--- src/rtl/seq_restoring_divider.sv ---
// Iterative restoring divider, 2W/W -> W quotient + W remainder, one quotient bit per clock.
// Latency W+1 cycles from accept to out_valid (1 cycle for overflow when SEQDIV_FAST_OVF_EN is defined).
// Backpressure: DONE holds results stable until out_ready; in_ready stays low from accept to handshake.
module seq_restoring_divider #(
    parameter int WIDTH = 8
) (
    input  logic               clk,
    input  logic               rst,
    input  logic               in_valid,
    output logic               in_ready,
    input  logic [2*WIDTH-1:0] dividend,
    input  logic [WIDTH-1:0]   divisor,
    output logic               out_valid,
    input  logic               out_ready,
    output logic [WIDTH-1:0]   quotient,
    output logic [WIDTH-1:0]   remainder,
    output logic               overflow,
    output logic               busy
);

    localparam int CNT_W = (WIDTH > 2) ? $clog2(WIDTH) : 1;
    localparam logic [CNT_W-1:0] LAST_ITER = CNT_W'(WIDTH - 1);

    typedef enum logic [1:0] {
        IDLE = 2'd0,
        CALC = 2'd1,
        DONE = 2'd2
    } state_t;

    state_t             state_q, state_d;
    logic [CNT_W-1:0]   cnt_q, cnt_d;
    logic [WIDTH-1:0]   rem_q, rem_d;
    logic [WIDTH-1:0]   shq_q, shq_d;
    logic [WIDTH-1:0]   dvs_q, dvs_d;
    logic               ovf_q, ovf_d;
    logic [WIDTH-1:0]   quot_q, quot_d;
    logic [WIDTH-1:0]   remo_q, remo_d;
    logic               ovfo_q, ovfo_d;

    logic [WIDTH:0]     trial;
    logic               trial_ge;
    logic [WIDTH-1:0]   trial_sub;
    logic [WIDTH-1:0]   next_rem;
    logic [WIDTH-1:0]   next_shq;
    logic               acc_ovf;

    // Upper half >= divisor means the quotient cannot fit; also catches divide-by-zero.
    assign acc_ovf = (dividend[2*WIDTH-1:WIDTH] >= divisor);

    // When the trial succeeds the difference is below the divisor, so the low W bits are exact.
    assign trial     = {rem_q, shq_q[WIDTH-1]};
    assign trial_ge  = (trial >= {1'b0, dvs_q});
    assign trial_sub = trial[WIDTH-1:0] - dvs_q;
    assign next_rem  = trial_ge ? trial_sub : trial[WIDTH-1:0];
    assign next_shq  = {shq_q[WIDTH-2:0], trial_ge};

    always_comb begin
        state_d = state_q;
        cnt_d   = cnt_q;
        rem_d   = rem_q;
        shq_d   = shq_q;
        dvs_d   = dvs_q;
        ovf_d   = ovf_q;
        quot_d  = quot_q;
        remo_d  = remo_q;
        ovfo_d  = ovfo_q;
        case (state_q)
            IDLE: begin
                if (in_valid) begin
                    dvs_d = divisor;
                    rem_d = dividend[2*WIDTH-1:WIDTH];
                    shq_d = dividend[WIDTH-1:0];
                    cnt_d = '0;
                    ovf_d = acc_ovf;
`ifdef SEQDIV_FAST_OVF_EN
                    if (acc_ovf) begin
                        state_d = DONE;
                        quot_d  = {WIDTH{1'b1}};
                        remo_d  = '0;
                        ovfo_d  = 1'b1;
                    end else begin
                        state_d = CALC;
                    end
`else
                    state_d = CALC;
`endif
                end
            end
            CALC: begin
                rem_d = next_rem;
                shq_d = next_shq;
                cnt_d = cnt_q + CNT_W'(1);
                if (cnt_q == LAST_ITER) begin
                    state_d = DONE;
                    cnt_d   = '0;
                    ovfo_d  = ovf_q;
                    quot_d  = ovf_q ? {WIDTH{1'b1}} : next_shq;
                    remo_d  = ovf_q ? '0 : next_rem;
                end
            end
            DONE: begin
                if (out_ready) begin
                    state_d = IDLE;
                end
            end
            default: begin
                state_d = IDLE;
            end
        endcase
    end

    always_ff @(posedge clk or posedge rst) begin
        if (rst) begin
            state_q <= IDLE;
            cnt_q   <= '0;
            rem_q   <= '0;
            shq_q   <= '0;
            dvs_q   <= '0;
            ovf_q   <= 1'b0;
            quot_q  <= '0;
            remo_q  <= '0;
            ovfo_q  <= 1'b0;
        end else begin
            state_q <= state_d;
            cnt_q   <= cnt_d;
            rem_q   <= rem_d;
            shq_q   <= shq_d;
            dvs_q   <= dvs_d;
            ovf_q   <= ovf_d;
            quot_q  <= quot_d;
            remo_q  <= remo_d;
            ovfo_q  <= ovfo_d;
        end
    end

    assign in_ready  = (state_q == IDLE);
    assign out_valid = (state_q == DONE);
    assign busy      = (state_q != IDLE);
    assign quotient  = quot_q;
    assign remainder = remo_q;
    assign overflow  = ovfo_q;

endmodule

--- config.mk ---
export PLATFORM = sky130hd
export DESIGN_NAME = seq_restoring_divider
export DESIGN_NICKNAME = d
export VERILOG_FILES = /design/src/rtl/seq_restoring_divider.sv
export SDC_FILE = /design/constraint.sdc
export NUM_CORES = 1
export LEC_CHECK = 0
export BUFFER_PORTS_ARGS = -buffer_cell sky130_fd_sc_hd__buf_2
export CAP_MARGIN = 20
export CORE_MARGIN = 4
export CORE_UTILIZATION = 55
export DETAILED_ROUTE_END_ITERATION = 12
export HOLD_SLACK_MARGIN = 0.06
export PLACE_DENSITY = 0.86
export SLEW_MARGIN = 10
export SYNTH_ARGS = -nofsm -noshare
export SYNTH_HDL_FRONTEND = slang
export SYNTH_SLANG_ARGS = --single-unit
--- constraint.sdc ---
create_clock -name clk -period 2.4 [get_ports clk]
set_input_delay 0.36 -clock clk [delete_from_list [all_inputs] [get_ports clk]]
set_output_delay 0.36 -clock clk [all_outputs]
set_load 0.01 [all_outputs]
**Word level (Yosys, flattened, before mapping)**

Index checks and enable logic that the tools add are counted.

- Register bits: 47
- Bits in latches: 0
- RAM bits: 0
- ROM bits: 0
- Input bits: 28
- Output and inout port bits: 20
- Memories kept: 0

- Add/sub/neg operators: 2
- $mul: 0
- Divide/modulo/power cells: 0
- Order comparisons: 2
- Eq/ne operators: 6
- Shift operators: 0
- Multiplexer cells: 14
- Bitwise operators: 0
- Reductions and logical operators: 7

Operator list:

| operator | count |
|---|---|
| 8-bit two-way mux | 5 |
| 8-bit one-hot mux with 2 select lines | 2 |
| 9-bit by 8-bit greater-or-equal comparator with 1-bit output | 1 |
| 8-bit greater-or-equal comparator | 1 |
| 8-bit subtractor | 1 |
| 2-bit two-way mux | 3 |
| 3-bit two-way mux | 2 |
| 2-bit one-hot mux with 3 select lines | 1 |
| 3-bit one-hot mux with 2 select lines | 1 |
| 2-bit AND reduction | 3 |
| 2-bit != test, second input constant | 2 |
| 2-bit nonzero test | 2 |
| 3-bit by 1-bit adder with 3-bit output, second input constant | 1 |
| 3-bit == test, second input constant | 1 |
| 3-bit AND reduction | 1 |
| 2-bit by 1-bit == test with 1-bit output, second input constant | 1 |
| 2-bit == test, second input constant | 1 |
| 2-bit logical NOT | 1 |
| 2-bit by 1-bit != test with 1-bit output, second input constant | 1 |

**Logic depth before layout (Yosys ltp)**

- Depth after elaboration: 3
- Depth in mapped cells: 10
- Depth with buffers taken out: 10

**Least setup slack after synthesis**

Ideal clock, no wire load.

- Path kind: reg-to-reg
- Start: register shq_q[7]
- End: register rem_q[6]
- Setup time: 135 ps
- Arrival: 1873 ps
- Setup slack: 392 ps
- Cell stages (with the launch flop): 11
- Period minus slack after synthesis: 2008 ps
- Cell sequence: dfrtp_1 inv_1 ha_1 inv_1 fa_1 a211oi_1 o21bai_1 a21oi_1 xnor2_1 mux2i_1 o21ai_0

- Longest elaborated chain between the ends: 3
- Elaborated cells on any way between the ends: 4

Ends and longest elaborated chain:

| item | line | text |
|---|---|---|
| start, declared | 33 | `logic [WIDTH-1:0] shq_q, shq_d;` |
| start signal, assigned | 127 | `shq_q <= shq_d;` |
| 8-bit subtractor or 9-bit by 8-bit greater-or-equal comparator with 1-bit output (tied branches) | 53, 52 |  |
| 8-bit two-way mux (*) | 54 | `assign next_rem = trial_ge ? trial_sub : trial[WIDTH-1:0];` |
| 8-bit one-hot mux with 2 select lines (*) | 67 | `case (state_q)` |
| end signal, assigned | 126 | `rem_q <= rem_d;` |
| end, declared | 32 | `logic [WIDTH-1:0] rem_q, rem_d;` |

Every way passes the cells marked *; elsewhere a longest branch is shown, timed or not.
A chain may end at the register's enable or synchronous reset.

**Worst setup path in the final report**

Same ends and word-level chain as after synthesis.

==> qor.log <==
[yosys] post-synthesis share of cell area spent on xor and xnor gates 0.00686
[power_and_ir_drop] switching power summed over all nets 1.99 mW
[yosys] top cell type's share of synthesized area 0.461
[global_route] largest net degree at the start of global routing 48
[detailed_routing] number of nets with antenna violations after routing 0
[timing] measured slew at the worst slew-check pin 0.595 ns
[worst_setup_path] delay of the slowest cell on the worst path 0.41 ns
[yosys] post-synth net total 342
[worst_setup_path] CP startpoint kind flop
[layout] Filler Cell Count 364
[worst_setup_path] Levels on crit path 10
[global_route] overall fraction of global-route tracks in use 0.214
[power_and_ir_drop] power per standard cell area 1490 nW/um^2
[floorplan] CORE AREA 4410 sq um
[detailed_routing] count of routing violations after the opening detailed-route iteration 158
[yosys] post-synthesis share of cell area spent on and, or, nand and nor gates 0.177
[worst_setup_path] delay-heaviest family, CP compound AO/OA/AOI/OAI gates
[global_route] vias in the first global route 2,130
[clocking] CTS tree done
[timing] fraction of the cycle the final worst path needs 0.917
[clocking] post-cts sizing count 0
[power_and_ir_drop] maximum vdd drop 0.778 mV
[clocking] Clock Tree Root sky130_fd_sc_hd__clkbuf_8
[detailed_routing] number of DRC violations after detailed routing 0
[detailed_routing] detailed-router iteration count before antenna repair 4
[clocking] number of sinks handled by clock tree synthesis 47
[placement] gp weighted congestion 0.851
[yosys] number of flops mapped to enable cells by yosys 0
[detailed_routing] detailed-route wire length 5850 um
[power_and_ir_drop] Leak Pwr 1.50 nW
[worst_setup_path] Critical Path Sink rem_q[6]
[floorplan] effective utilization at floorplan 0.579
[power_and_ir_drop] Clk pwr share 0.104
[clocking] clock latency at the later pin of the worst-skew pair 0.30 ns
[yosys] top cells by instance count after synthesis 55 x sky130_fd_sc_hd__nand2_1, 47 x sky130_fd_sc_hd__dfrtp_1, 37 x sky130_fd_sc_hd__o21ai_0
[worst_setup_path] CP Buf/Inv Count 2
[worst_setup_path] master of the slowest instance on the critical path sky130_fd_sc_hd__fa_1
[yosys] sequential-to-total area share from yosys stat 0.461
[worst_setup_path] highest net fanout along the worst path 3
[worst_setup_path] endpoint arrival time on the critical path 2.42 ns
[yosys] number of warnings issued by yosys 0
[floorplan] die boundary height 76.1 um
[worst_setup_path] kind of critical path flop to flop
[clocking] Post-CTS Repair Setup Buffers 0
[yosys] synthesized cell area 2550 sq um
[timing] remaining max-slew budget at the tightest pin 0.603
[worst_setup_path] minimum setup slack among reg-to-reg paths 0.20 ns
[detailed_routing] via count 2,218
[worst_setup_path] number of cells on the worst reg-to-reg path 10
[clocking] quantity of hold-fixing buffers added after cts 0
[floorplan] standard-cell row count 24
[yosys] share of synthesized area spent on multiplexers 0.0167
[worst_setup_path] crit path launch shq_q[7]
[timing] final-report setup violation count 0
[detailed_routing] Routed wire per std cell 14.7 um
[worst_setup_path] Crit Reg-Reg Endpoint rem_q[6]
[power_and_ir_drop] fraction of power consumed by sequential logic 0.321
[timing] worst clock skew on the final layout 0.0101 ns
[global_route] Remaining Overflow, GRT 0
[floorplan] chip width 76.1 um
[timing] worst hold-check slack 0.198 ns
[global_route] global-route wire length before repair 10,100 um
[layout] Reg area 1180 sq um
[worst_hold_path] Hold Path Class input pin to asynchronous set/reset pin
[yosys] share of synthesized flip-flops with an asynchronous set or reset 1.00
[layout] share of layout cells above drive strength 1 0.206
[power_and_ir_drop] part of the total power dissipated in combinational logic 0.575
[flow_run] Max Cap Violations 0
[placement] count of buffers from port buffering 47
[power_and_ir_drop] Int Pwr 2.43 mW
[yosys] complex-gate fraction of the synthesized area 0.186
[timing] min Tclk post-route 2.20 ns
[yosys] Avg Synthesized Cell Area 8.66 sq um
[outcome] outcome finished, final reports clean
[global_route] number of antenna violations at the first check in global routing 0
[worst_setup_path] Required @ worst endpoint 2.61 ns
[power_and_ir_drop] total power 4.42 mW
[layout] synth-to-layout area growth 15.7%
[yosys] count of unique library cells instantiated by Yosys 41
[layout] number of antenna diodes 0
[worst_setup_path] most frequent cell on the critical path sky130_fd_sc_hd__inv_1
[clocking] cts bufs inserted 5
[clocking] H-tree Lvls 2
[detailed_routing] post-DR vias/cell 5.59
[yosys] largest family of logic cells by synthesized area compound AO/OA/AOI/OAI gates
[power_and_ir_drop] switching share of power 0.450
[yosys] Post-synth top flop sky130_fd_sc_hd__dfrtp_1
[floorplan] floorplan die area 5800 sq um
[yosys] arithmetic-cell share of the synthesized area counting full adders, half adders and majority gates 0.0960
[timing] maximum operating frequency 454 MHz
[layout] number of nets at the end of the flow 392
[timing] Fin. Hold Viols 0
[yosys] most common cell in the netlist sky130_fd_sc_hd__nand2_1
[worst_setup_path] R2R Path Start shq_q[7]
[layout] footprint of the multi-input gates 1240 sq um
[yosys] leading cell types by total area after synthesis sky130_fd_sc_hd__dfrtp_1 46%, sky130_fd_sc_hd__ha_1 8.8%, sky130_fd_sc_hd__nand2_1 8.1%, sky130_fd_sc_hd__o21ai_0 7.3%, sky130_fd_sc_hd__nor2_1 4.0%
[yosys] post-synthesis register bit count 47
[clocking] number of buffers on the longest clock path 2
[yosys] library cell occupying the most area in the post-synthesis netlist sky130_fd_sc_hd__dfrtp_1
[worst_setup_path] type of element capturing the critical path flop
[timing] max-slew violation count 0
[worst_setup_path] CP Cell Sequence inv_1 -> ha_1 -> inv_1 -> fa_1 -> a211oi_2 -> o21bai_1 -> a21oi_1 -> xnor2_1 -> mux2i_1 -> o21ai_0
[layout] Util after Layout 0.669
[yosys] instance count of the mapped netlist 295
[timing] unrepaired setup endpoints after global routing false
[clocking] clock slew at reported path FFs 0.09 ns
[placement] dpl hpwl 4420 um
[floorplan] Boundary Pins 48
[timing] Post-Route Setup TNS 0 ns
[power groups by stage]
stage	logic, mW	clock network (mW)	registers (mW)
6_report	2.54	0.461	1.42
5_1_grt	2.86	0.508	1.47
4_1_cts	2.52	0.470	1.42
3_5_place_dp	2.49	0	1.43
3_3_place_gp	2.36	0	1.41
2_1_floorplan	1.80	0	1.42
[metrics by stage]
| step | cell area (sq um) | setup slack, ns | instances |
|---|---|---|---|
| after detailed placement | 2870 | 0.156 | 390 |
| after global placement | 2870 | 0.275 | 390 |
| after global routing | 2950 | 0.0233 | 397 |
| after CTS | 2950 | 0.0983 | 397 |
| after floorplan | 2550 | 0.392 | 295 |
| final | 2950 | 0.199 | 397 |
[sequential cells by signal, indices dropped and copies added, names as in the netlist]
| signal | cells |
|---|---|
| ovf_q | 1 |
| cnt_q | 3 |
| rem_q | 8 |
| dvs_q | 8 |
| remainder | 8 |
| shq_q | 8 |
| overflow | 1 |
| state_q | 2 |
| quotient | 8 |
[tightest hold or removal path, delay by kind of cell]
family / cells / cell delay, ns
buffers and inverters: 3 / 0.61
[cells by family (layout without fill, tap and decap cells)]
| group | count (synthesis) | after routing |
|---|---|---|
| xor gates and xnor gates | 2 | 2 |
| buffers and inverters | 36 | 86 |
| muxes | 4 | 4 |
| AOI/OAI and AO/OA | 81 | 81 |
| DFF | 47 | 47 |
| and+or+nand+nor | 106 | 106 |
| adders and majority gates | 19 | 19 |
[cells in the final DEF, fill, tap and decap left out, types with 2 or more instances in the layout]
cell type | Yosys | final
sky130_fd_sc_hd__o31a_1 | 2 | 2
sky130_fd_sc_hd__and3_1 | 6 | 6
sky130_fd_sc_hd__buf_4 | 0 | 10
sky130_fd_sc_hd__nand2b_1 | 4 | 4
sky130_fd_sc_hd__o21ai_0 | 37 | 37
sky130_fd_sc_hd__nor3_1 | 3 | 3
sky130_fd_sc_hd__dfrtp_1 | 47 | 47
sky130_fd_sc_hd__inv_1 | 22 | 21
sky130_fd_sc_hd__clkbuf_8 | 0 | 5
sky130_fd_sc_hd__a31oi_1 | 7 | 7
sky130_fd_sc_hd__buf_2 | 2 | 47
sky130_fd_sc_hd__a21oi_1 | 17 | 17
sky130_fd_sc_hd__nor2b_1 | 2 | 2
sky130_fd_sc_hd__nand3_1 | 3 | 3
sky130_fd_sc_hd__xnor2_1 | 2 | 2
sky130_fd_sc_hd__mux2_2 | 2 | 2
sky130_fd_sc_hd__a21o_1 | 2 | 2
sky130_fd_sc_hd__ha_1 | 18 | 18
sky130_fd_sc_hd__o21a_1 | 3 | 3
sky130_fd_sc_hd__nor2_1 | 27 | 27
sky130_fd_sc_hd__nand2_1 | 55 | 55
sky130_fd_sc_hd__mux2i_1 | 2 | 2
sky130_fd_sc_hd__a21oi_2 | 2 | 2
[per-layer routing]
| layer | wire length, um | share of wire | global-route usage | vias to the layer above |
|---|---|---|---|---|
| li1 | - | - | - | 1103 |
| met1 | 2600 | 0.44 | 0.287 | 1043 |
| met2 | 2850 | 0.49 | 0.344 | 66 |
| met3 | 330 | 0.056 | 0.0544 | 6 |
| met4 | 68 | 0.012 | 0.0594 | 0 |
| met5 | 0 | 0 | 0 | - |
[how the worst min path moves through the flow]
| stage | depth (start not counted) | start | to |
|---|---|---|---|
| 6_report | 3 | rst | quotient[2] |
| 5_1_grt | 3 | rst | quotient[3] |
| 4_1_cts | 3 | rst | quotient[2] |
| 3_5_place_dp | 2 | quotient[3] | quotient[3] |
| 3_3_place_gp | 2 | quotient[6] | quotient[6] |
| 2_1_floorplan | 2 | dvs_q[0] | dvs_q[0] |
[cell type report]
class	count	share of cell area
Sequential cell	47	0.398
Tap cell	52	0.0220
Timing Repair Buffer	57	0.105
Clock buffer	5	0.0233
Clock inverter	2	0.00466
Multi-Input combinational cell	212	0.419
Inverter	22	0.0280
Power figures use the tool's default switching activity.
